==> src/rtl/boid_frame_scheduler.sv <==
// Frame scheduler for the double-buffered 1-bit boid occupancy store: clear sweep,
// bank swapping on frame_tick and round-robin arbitration of engine writes.
module boid_frame_scheduler #(
    parameter int DEPTH      = 1024,
    parameter int ADDR_WIDTH = 10,
    parameter int NUM_REQ    = 4
) (
    input  logic                          clk,
    input  logic                          reset,
    input  logic                          frame_tick,
    input  logic [NUM_REQ-1:0]            req_valid,
    input  logic [NUM_REQ*ADDR_WIDTH-1:0] req_addr,
    input  logic [NUM_REQ-1:0]            req_data,
    output logic [NUM_REQ-1:0]            req_ready,
    output logic                          wr_en,
    output logic [ADDR_WIDTH-1:0]         wr_addr,
    output logic                          wr_data,
    output logic                          bank_sel,
    output logic                          clr_en,
    output logic                          clr_all,
    output logic [ADDR_WIDTH-1:0]         clr_addr,
    output logic                          swap_pulse,
    output logic                          overrun,
    output logic [7:0]                    drop_cnt
);
    localparam int RR_W = $clog2(NUM_REQ);
    localparam logic [ADDR_WIDTH-1:0] LAST_ADDR = ADDR_WIDTH'(DEPTH - 1);
    localparam logic [RR_W:0] NREQ = (RR_W + 1)'(NUM_REQ);

    typedef enum logic [1:0] {INIT, CLEAR, READY, SWAP} state_t;

    state_t                 state_q, state_d;
    logic                   bank_q, bank_d;
    logic [ADDR_WIDTH-1:0]  clr_addr_q, clr_addr_d;
    logic                   clr_en_q, clr_en_d;
    logic                   clr_all_q, clr_all_d;
    logic                   swap_q, swap_d;
    logic                   pending_q, pending_d;
    logic                   overrun_q, overrun_d;
    logic [7:0]             drop_q, drop_d;
    logic [RR_W-1:0]        rr_q, rr_d;
    logic                   wr_en_q;
    logic [ADDR_WIDTH-1:0]  wr_addr_q;
    logic                   wr_data_q;

    logic [NUM_REQ-1:0]     vv_rot;
    logic                   found;
    logic [RR_W:0]          gidx;
    logic [ADDR_WIDTH-1:0]  sel_addr;
    logic                   sel_data;

    function automatic logic [7:0] sat_inc(input logic [7:0] v);
        return (v == 8'hFF) ? v : v + 8'd1;
    endfunction

    // Rotate valids so position 0 is rr_q; the lowest set bit wins.
    always_comb begin
        vv_rot = NUM_REQ'({req_valid, req_valid} >> rr_q);
        found  = 1'b0;
        gidx   = '0;
        for (int k = NUM_REQ - 1; k >= 0; k--) begin
            if (vv_rot[k]) begin
                found = 1'b1;
                gidx  = {1'b0, rr_q} + (RR_W + 1)'(k);
            end
        end
        if (gidx >= NREQ) gidx = gidx - NREQ;
        found     = found && ((state_q == CLEAR) || (state_q == READY));
        req_ready = '0;
        sel_addr  = '0;
        sel_data  = 1'b0;
        for (int i = 0; i < NUM_REQ; i++) begin
            if (found && (gidx == (RR_W + 1)'(i))) begin
                req_ready[i] = 1'b1;
                sel_addr     = req_addr[i*ADDR_WIDTH +: ADDR_WIDTH];
                sel_data     = req_data[i];
            end
        end
        rr_d = rr_q;
        if (found) rr_d = (gidx == NREQ - 1'b1) ? '0 : gidx[RR_W-1:0] + 1'b1;
    end

    always_comb begin
        state_d    = state_q;
        bank_d     = bank_q;
        clr_addr_d = clr_addr_q;
        clr_en_d   = 1'b0;
        clr_all_d  = 1'b0;
        pending_d  = pending_q;
        overrun_d  = overrun_q;
        drop_d     = drop_q;
        case (state_q)
            INIT: begin
                clr_en_d  = 1'b1;
                clr_all_d = 1'b1;
                // First cycle after reset only raises the strobe at address 0.
                if (clr_en_q) begin
                    if (clr_addr_q == LAST_ADDR) begin
                        state_d    = READY;
                        clr_en_d   = 1'b0;
                        clr_all_d  = 1'b0;
                        clr_addr_d = '0;
                    end else begin
                        clr_addr_d = clr_addr_q + 1'b1;
                    end
                end
                if (frame_tick) drop_d = sat_inc(drop_q);
            end
            CLEAR: begin
                clr_en_d = 1'b1;
                if (frame_tick) begin
                    if (pending_q) begin
                        drop_d = sat_inc(drop_q);
                    end else begin
                        pending_d = 1'b1;
                        overrun_d = 1'b1;
                    end
                end
                if (clr_addr_q == LAST_ADDR) begin
                    clr_en_d   = 1'b0;
                    clr_addr_d = '0;
                    state_d    = (pending_q || frame_tick) ? SWAP : READY;
                end else begin
                    clr_addr_d = clr_addr_q + 1'b1;
                end
            end
            READY: begin
                if (frame_tick) state_d = SWAP;
            end
            SWAP: begin
                bank_d     = ~bank_q;
                pending_d  = 1'b0;
                clr_addr_d = '0;
                clr_en_d   = 1'b1;
                state_d    = CLEAR;
                if (frame_tick) drop_d = sat_inc(drop_q);
            end
            default: state_d = INIT;
        endcase
        swap_d = (state_d == SWAP);
    end

    always_ff @(posedge clk or negedge reset) begin
        if (!reset) begin
            state_q    <= INIT;
            bank_q     <= 1'b0;
            clr_addr_q <= '0;
            clr_en_q   <= 1'b0;
            clr_all_q  <= 1'b0;
            swap_q     <= 1'b0;
            pending_q  <= 1'b0;
            overrun_q  <= 1'b0;
            drop_q     <= '0;
            rr_q       <= '0;
            wr_en_q    <= 1'b0;
            wr_addr_q  <= '0;
            wr_data_q  <= 1'b0;
        end else begin
            state_q    <= state_d;
            bank_q     <= bank_d;
            clr_addr_q <= clr_addr_d;
            clr_en_q   <= clr_en_d;
            clr_all_q  <= clr_all_d;
            swap_q     <= swap_d;
            pending_q  <= pending_d;
            overrun_q  <= overrun_d;
            drop_q     <= drop_d;
            rr_q       <= rr_d;
            wr_en_q    <= found;
            wr_addr_q  <= sel_addr;
            wr_data_q  <= sel_data;
        end
    end

    assign wr_en      = wr_en_q;
    assign wr_addr    = wr_addr_q;
    assign wr_data    = wr_data_q;
    assign bank_sel   = bank_q;
    assign clr_en     = clr_en_q;
    assign clr_all    = clr_all_q;
    assign clr_addr   = clr_addr_q;
    assign swap_pulse = swap_q;
    assign overrun    = overrun_q;
    assign drop_cnt   = drop_q;
endmodule

==> config.mk <==
export PLATFORM = sky130hd
export DESIGN_NAME = boid_frame_scheduler
export DESIGN_NICKNAME = d
export VERILOG_FILES = /design/src/rtl/boid_frame_scheduler.sv
export SDC_FILE = /design/constraint.sdc
export NUM_CORES = 1
export LEC_CHECK = 0
export ABC_AREA = 1
export CORE_MARGIN = 3
export CORE_UTILIZATION = 38
export DETAILED_ROUTE_END_ITERATION = 12
export GPL_ROUTABILITY_DRIVEN = 0
export HOLD_SLACK_MARGIN = 0.1
export PLACE_DENSITY = 0.77
export SLEW_MARGIN = 20
export SYNTH_ARGS = -nofsm -noshare
export SYNTH_HDL_FRONTEND = slang
export SYNTH_SLANG_ARGS = --single-unit
export TNS_END_PERCENT = 1
==> constraint.sdc <==
create_clock -name clk -period 2.4 [get_ports clk]
set_input_delay 0.24 -clock clk [delete_from_list [all_inputs] [get_ports clk]]
set_output_delay 0.24 -clock clk [all_outputs]
set_load 0.01 [all_outputs]
; ---- Word level (Yosys, flattened, before mapping)
; Index checks and enable logic that the tools add are counted.
[totals]
regBits = 40
inputBits = 51
out_inout_bits = 39
elab_cells = 96
[classes]
n_addsub = 7
magnitude_cmp = 1
eq_ne = 13
shift = 1
muxes = 42
bitwise = 2
reduce_logical = 17
[op_table]
columns = operator, n
row1 = 2-to-1 mux 10 bit, 6
row2 = 2-to-1 mux 8 bit, 4
row3 = one-hot mux 10 bit (3 select lines), 1
row4 = 2-to-1 mux 1 bit, 17
row5 = one-hot mux 8 bit (2 select lines), 1
row6 = 2-to-1 mux 3 bit, 5
row7 = "adder 10 x 1 -> 10 bit, second input constant", 1
row8 = "equality test 10 bit, second input constant", 1
row9 = 2-to-1 mux 2 bit, 5
row10 = "adder 8 x 1 -> 8 bit, second input constant", 1
row11 = "equality test 8 bit, second input constant", 1
row12 = one-hot mux 2 bit (4 select lines), 1
row13 = right shift 8 x 2 -> 4 bit, 1
row14 = "adder 2 x 2 -> 3 bit, second input constant", 2
row15 = "equality test 2 bit, second input constant", 3
row16 = "equality test 3 x 2 -> 1 bit, second input constant", 2
row17 = "!= test 2 bit, second input constant", 3
row18 = logical AND 1 bit, 5
row19 = AND reduction 2 bit, 2
row20 = AND reduction 4 bit, 1
row21 = nonzero test 2 bit, 2
row22 = "adder 2 x 1 -> 3 bit, second input constant", 1
row23 = "equality test 3 x 1 -> 1 bit, second input constant", 1
row24 = "greater-or-equal comparator 3 bit, second input constant", 1
row25 = other kinds (13), 15

; ---- Longest topological paths before layout
[depth]
depth_word = 13
mapped_depth = 17
depth_no_buf = 15

; ---- Least setup slack after synthesis
; OpenSTA, ideal clock, no wires.
[synth_path]
path_type = reg2out
from = register rr_q[0]
to = output req_ready[1]
t_arrival_ns = 1.956
required_ns = 2.160
slack_ns = 0.204
stages_incl_launch_ff = 15
path_buffers = 2
path_cell_list = dfrtp_1 -> buf_6 -> inv_4 -> nand2_1 -> nand2_2 -> inv_1 -> o21ai_0 -> nand3_1 -> nand2_1 -> nand2_1 -> nand2_1 -> ha_1 -> clkbuf_1 -> inv_1 -> nor2_1
[synth_between]
elab_chain_len = 10
elab_cells_between_ends = 19
classes_between = add/sub: 4 / order compare: 1 / eq/ne: 1 / shift: 1 / mux: 10 / reduce/logical: 2
[synth_lines]
columns = item, line_no
row1 = "start, declared", 41  ; logic [RR_W-1:0] rr_q, rr_d;
row2 = "start signal, assigned", 168  ; rr_q <= rr_d;
row3 = adder 2 x 2 -> 3 bit or right shift 8 x 2 -> 4 bit (tied branches), "64, 58"
row4 = 2-to-1 mux 3 bit (4 in a row), 62  ; if (vv_rot[k]) begin
row5 = subtractor 3 bit or greater-or-equal comparator 3 bit (tied branches), 67  ; if (gidx >= NREQ) gidx = gidx - NREQ;
row6 = 2-to-1 mux 3 bit, 67
row7 = equality test 3 x 1 -> 1 bit, 73  ; if (found && (gidx == (RR_W + 1)'(i))) begin
row8 = logical AND 1 bit (*), 73
row9 = 2-to-1 mux 1 bit (*), 73
row10 = "end, declared", 14  ; output logic [NUM_REQ-1:0] req_ready,
; Every way passes the cells marked *; elsewhere a longest branch is shown, timed or not.

; ---- Final worst setup path
[layout_path]
from = register rr_q[0]
to = output req_ready[3]
[layout_between]
elab_chain_len = 10
elab_cells_between_ends = 19
classes_between = add/sub: 4 / order compare: 1 / eq/ne: 1 / shift: 1 / mux: 10 / reduce/logical: 2
[layout_lines]
columns = item, line_no
row1 = adder 2 x 2 -> 3 bit or right shift 8 x 2 -> 4 bit (tied branches), "64, 58"
row2 = 2-to-1 mux 3 bit (4 in a row), 62
row3 = subtractor 3 bit or greater-or-equal comparator 3 bit (tied branches), 67
row4 = 2-to-1 mux 3 bit, 67
row5 = equality test 3 x 2 -> 1 bit, 73
row6 = logical AND 1 bit (*), 73
row7 = 2-to-1 mux 1 bit (*), 73
; Marks and branches as above.

==> results.yml <==
synthesis:
  ys_ff_latch: 40
  synth_top_cell_by_area: "dfrtp_1"
  ys_types: 34
  synth_area_leaders: "dfrtp_1, nand4_1, nand2_1, inv_1, ha_1"
  syn_nets: 427
  syn_area_um2: 2820
  yosys-top-cells-count: "nand2_1, inv_1, dfrtp_1"
  synthArstFlopShare_pct: 100
  synthCells: 364
  yosys_warnings: 0
  yosysTopAreaCellShare_pct: 35.5
  synth_ff_type: "dfrtp_1"
  syn_avg_cell_area_um2: 7.75
  synth_seq_area_share_pct: 35.5
  yosysMostFrequentCell: "nand2_1"
  synth_edf_count: 0
power_and_ir_drop:
  p_int_mw: 1.34
  switching_share_pct: 26.8
  vdd_drop_max_uv: 207
  leakage_nw: 1.95
  p_clk_share_pct: 33.4
  cellPowerDensity_nw_per_um2: 459
  power_mw: 1.82
  seq_power_share_pct: 43.9
  power_frac_comb_pct: 22.7
  power.switching_mw: 0.488
sta:
  fmaxAchievable_mhz: 422
  hold_viol_final: 0
  tightest_slew_ps: 911
  grt_setup_unrepaired: "yes"
  hold_ws_ps: 70.7
  relSlewSlack_pct: 39.2
  slew_viol_final: 0
  setup_ws_ps: 30.9
  fin_skew_ps: 8.53
  fin_crit_sh_pct: 98.7
  setup_viol: 0
  setup_tns_ps: 0
  min_period_ps: 2370
die:
  fp.dieArea_um2: 8490
  start_util_pct: 40.4
  io_pins: 90
  fp.coreArea_um2: 6980
  die_x_um: 92.2
  die_h_um: 92.2
  rows: 30
finish:
  final_util_pct: 56.8
  stdcell_count: 560
  area_growth_pct: 40.7
  layout-drive-gt1-share_pct: 19.4
  fill_cells: 654
  final_net_count: 526
  fin_area_um2: 3970
  diodes: 0
grt:
  use_met3_pct: 3.28
  grt_first_pass_wirelength_um: 11400
  grt.met1_usage_pct: 20.2
  grt_usage_pct: 16.2
  busiest_layer: "met2"
  antenna_found_initial: 0
  grt_max_degree: 41
  met2_usage_pct: 28.7
  grt-ovfl-total: 0
  grt_pass1_vias: 2546
placement:
  post-place-cells: 552
  dp_hpwl_um: 5370
  post-place-ws_ps: -344
  place_area_um2: 3840
  port_buffers: 89
drt:
  drt-initial-drc-count: 78
  num_vias: 2698
  wirelength_um: 6730
  viasPerCell: 4.82
  drc: 0
  ant_nets: 0
  first_pass_iters: 4
  wire_per_inst_um: 12.0
clocking:
  cts.sinks: 40
  cts_made_buffers: 5
  clkTransAtPathRegs_ps: 80
  cts_root_buf: "clkbuf_8"
  htreeDepth: 2
  cts_tree: "built"
  ctsHoldBuffers: 0
  clock_latency_ps: 290
  post_cts_buffers: 0
  clk_path_buf_depth: 2
critical_path:
  crit_path_end_kind: "output pin"
  critPathArrivalTime_ps: 2130
  cp-start-kind: "register"
  cp_max_fo: 5
  crit_required_ps: 2160
  critPathKind: "reg2out"
flow_run:
  drv_cap: 0
outcome:
  status: "finished clean"
worst_hold_path:
  hp-class: "in2async"
[layer usage]
| layer | share of wire (%) | routed length (um) |
|---|---|---|
| met5 | 0 | 0 |
| met1 | 44 | 2940 |
| met3 | 6.2 | 417 |
| met2 | 50 | 3330 |
| met4 | 0.56 | 38 |
[final cells by class]
type	count	area (um^2)	share of cell area, %
Tap cell	96	120	3.03
Multi-Input combinational cell	247	1470	37.1
Clock buffer	7	96.3	2.43
Clock inverter	1	30.0	0.757
Sequential cell	40	1000	25.3
Inverter	62	235	5.93
Timing Repair Buffer	107	1010	25.5
[cells by family after synthesis]
group	after synthesis	synth area share [%]
compound gates	30	7.76
fa+ha+maj	12	5.32
mux	3	1.15
simple gates	190	33.8
xor+xnor	12	3.73
buf+inv	77	12.8
flops	40	35.5
[placed cells by master, fill, tap and decap left out, drive strengths merged, types with 2 or more instances in the layout]
cell           instances
nand2                 81
o21ai                  7
clkdlybuf4s50         84
mux2                   2
dlygate4sd2            2
nand3                 16
nor2                  45
a21oi                 19
dfrtp                 40
ha                    12
nor3                   8
inv                   62
xor2                  10
buf                   19
nand4                 38
xnor2                  2
clkbuf                 8
[sequential cells by signal, summed over array words and instances, names as in the netlist]
signal / cells
state_q: 2
wr_en: 1
swap_pulse: 1
bank_sel: 1
pending_q: 1
drop_cnt: 8
wr_addr: 10
rr_q: 2
clr_en: 1
wr_data: 1
clr_addr: 10
clr_all: 1
overrun: 1
[repair_timing]
| action | in CTS | in global routing |
|---|---|---|
| resized for setup | 9 | 4 |
| pin swaps | 0 | 3 |
| endpoints found under the setup margin | 4 | 5 |
[critical path: stages (launching register included)]
cell	delay (ps)
dfrtp_2	430
inv_4	60
buf_4	130
nand2_2	50
nand2_2	80
nor2_1	110
o2111ai_1	130
nand3_1	150
inv_1	80
ha_1	210
nand3_4	90
inv_1	30
dlygate4sd2_1	290
[power by group through the flow]
stage	sequential (mW)	clock (mW)	combinational, mW
floorplan	0.828	0	0.147
global placement	0.812	0	0.407
detailed placement	0.814	0	0.417
CTS	0.801	0.618	0.420
global route	0.814	0.648	0.456
finish	0.801	0.608	0.414
[worst paths after layout]
check                      slack (ps)           end  cells past startpoint    start
setup / recovery                   30  req_ready[3]                     12  rr_q[0]
hold / removal                     70   clr_addr[3]                      1    reset
setup reg to reg                  230    wr_addr[9]                     15  rr_q[0]
hold reg to reg                   480       overrun                      2  overrun
max in group asynchronous        1700       rr_q[0]                      1    reset
min in group clk                  480       overrun                      2  overrun
Power figures use the tool's default switching activity.
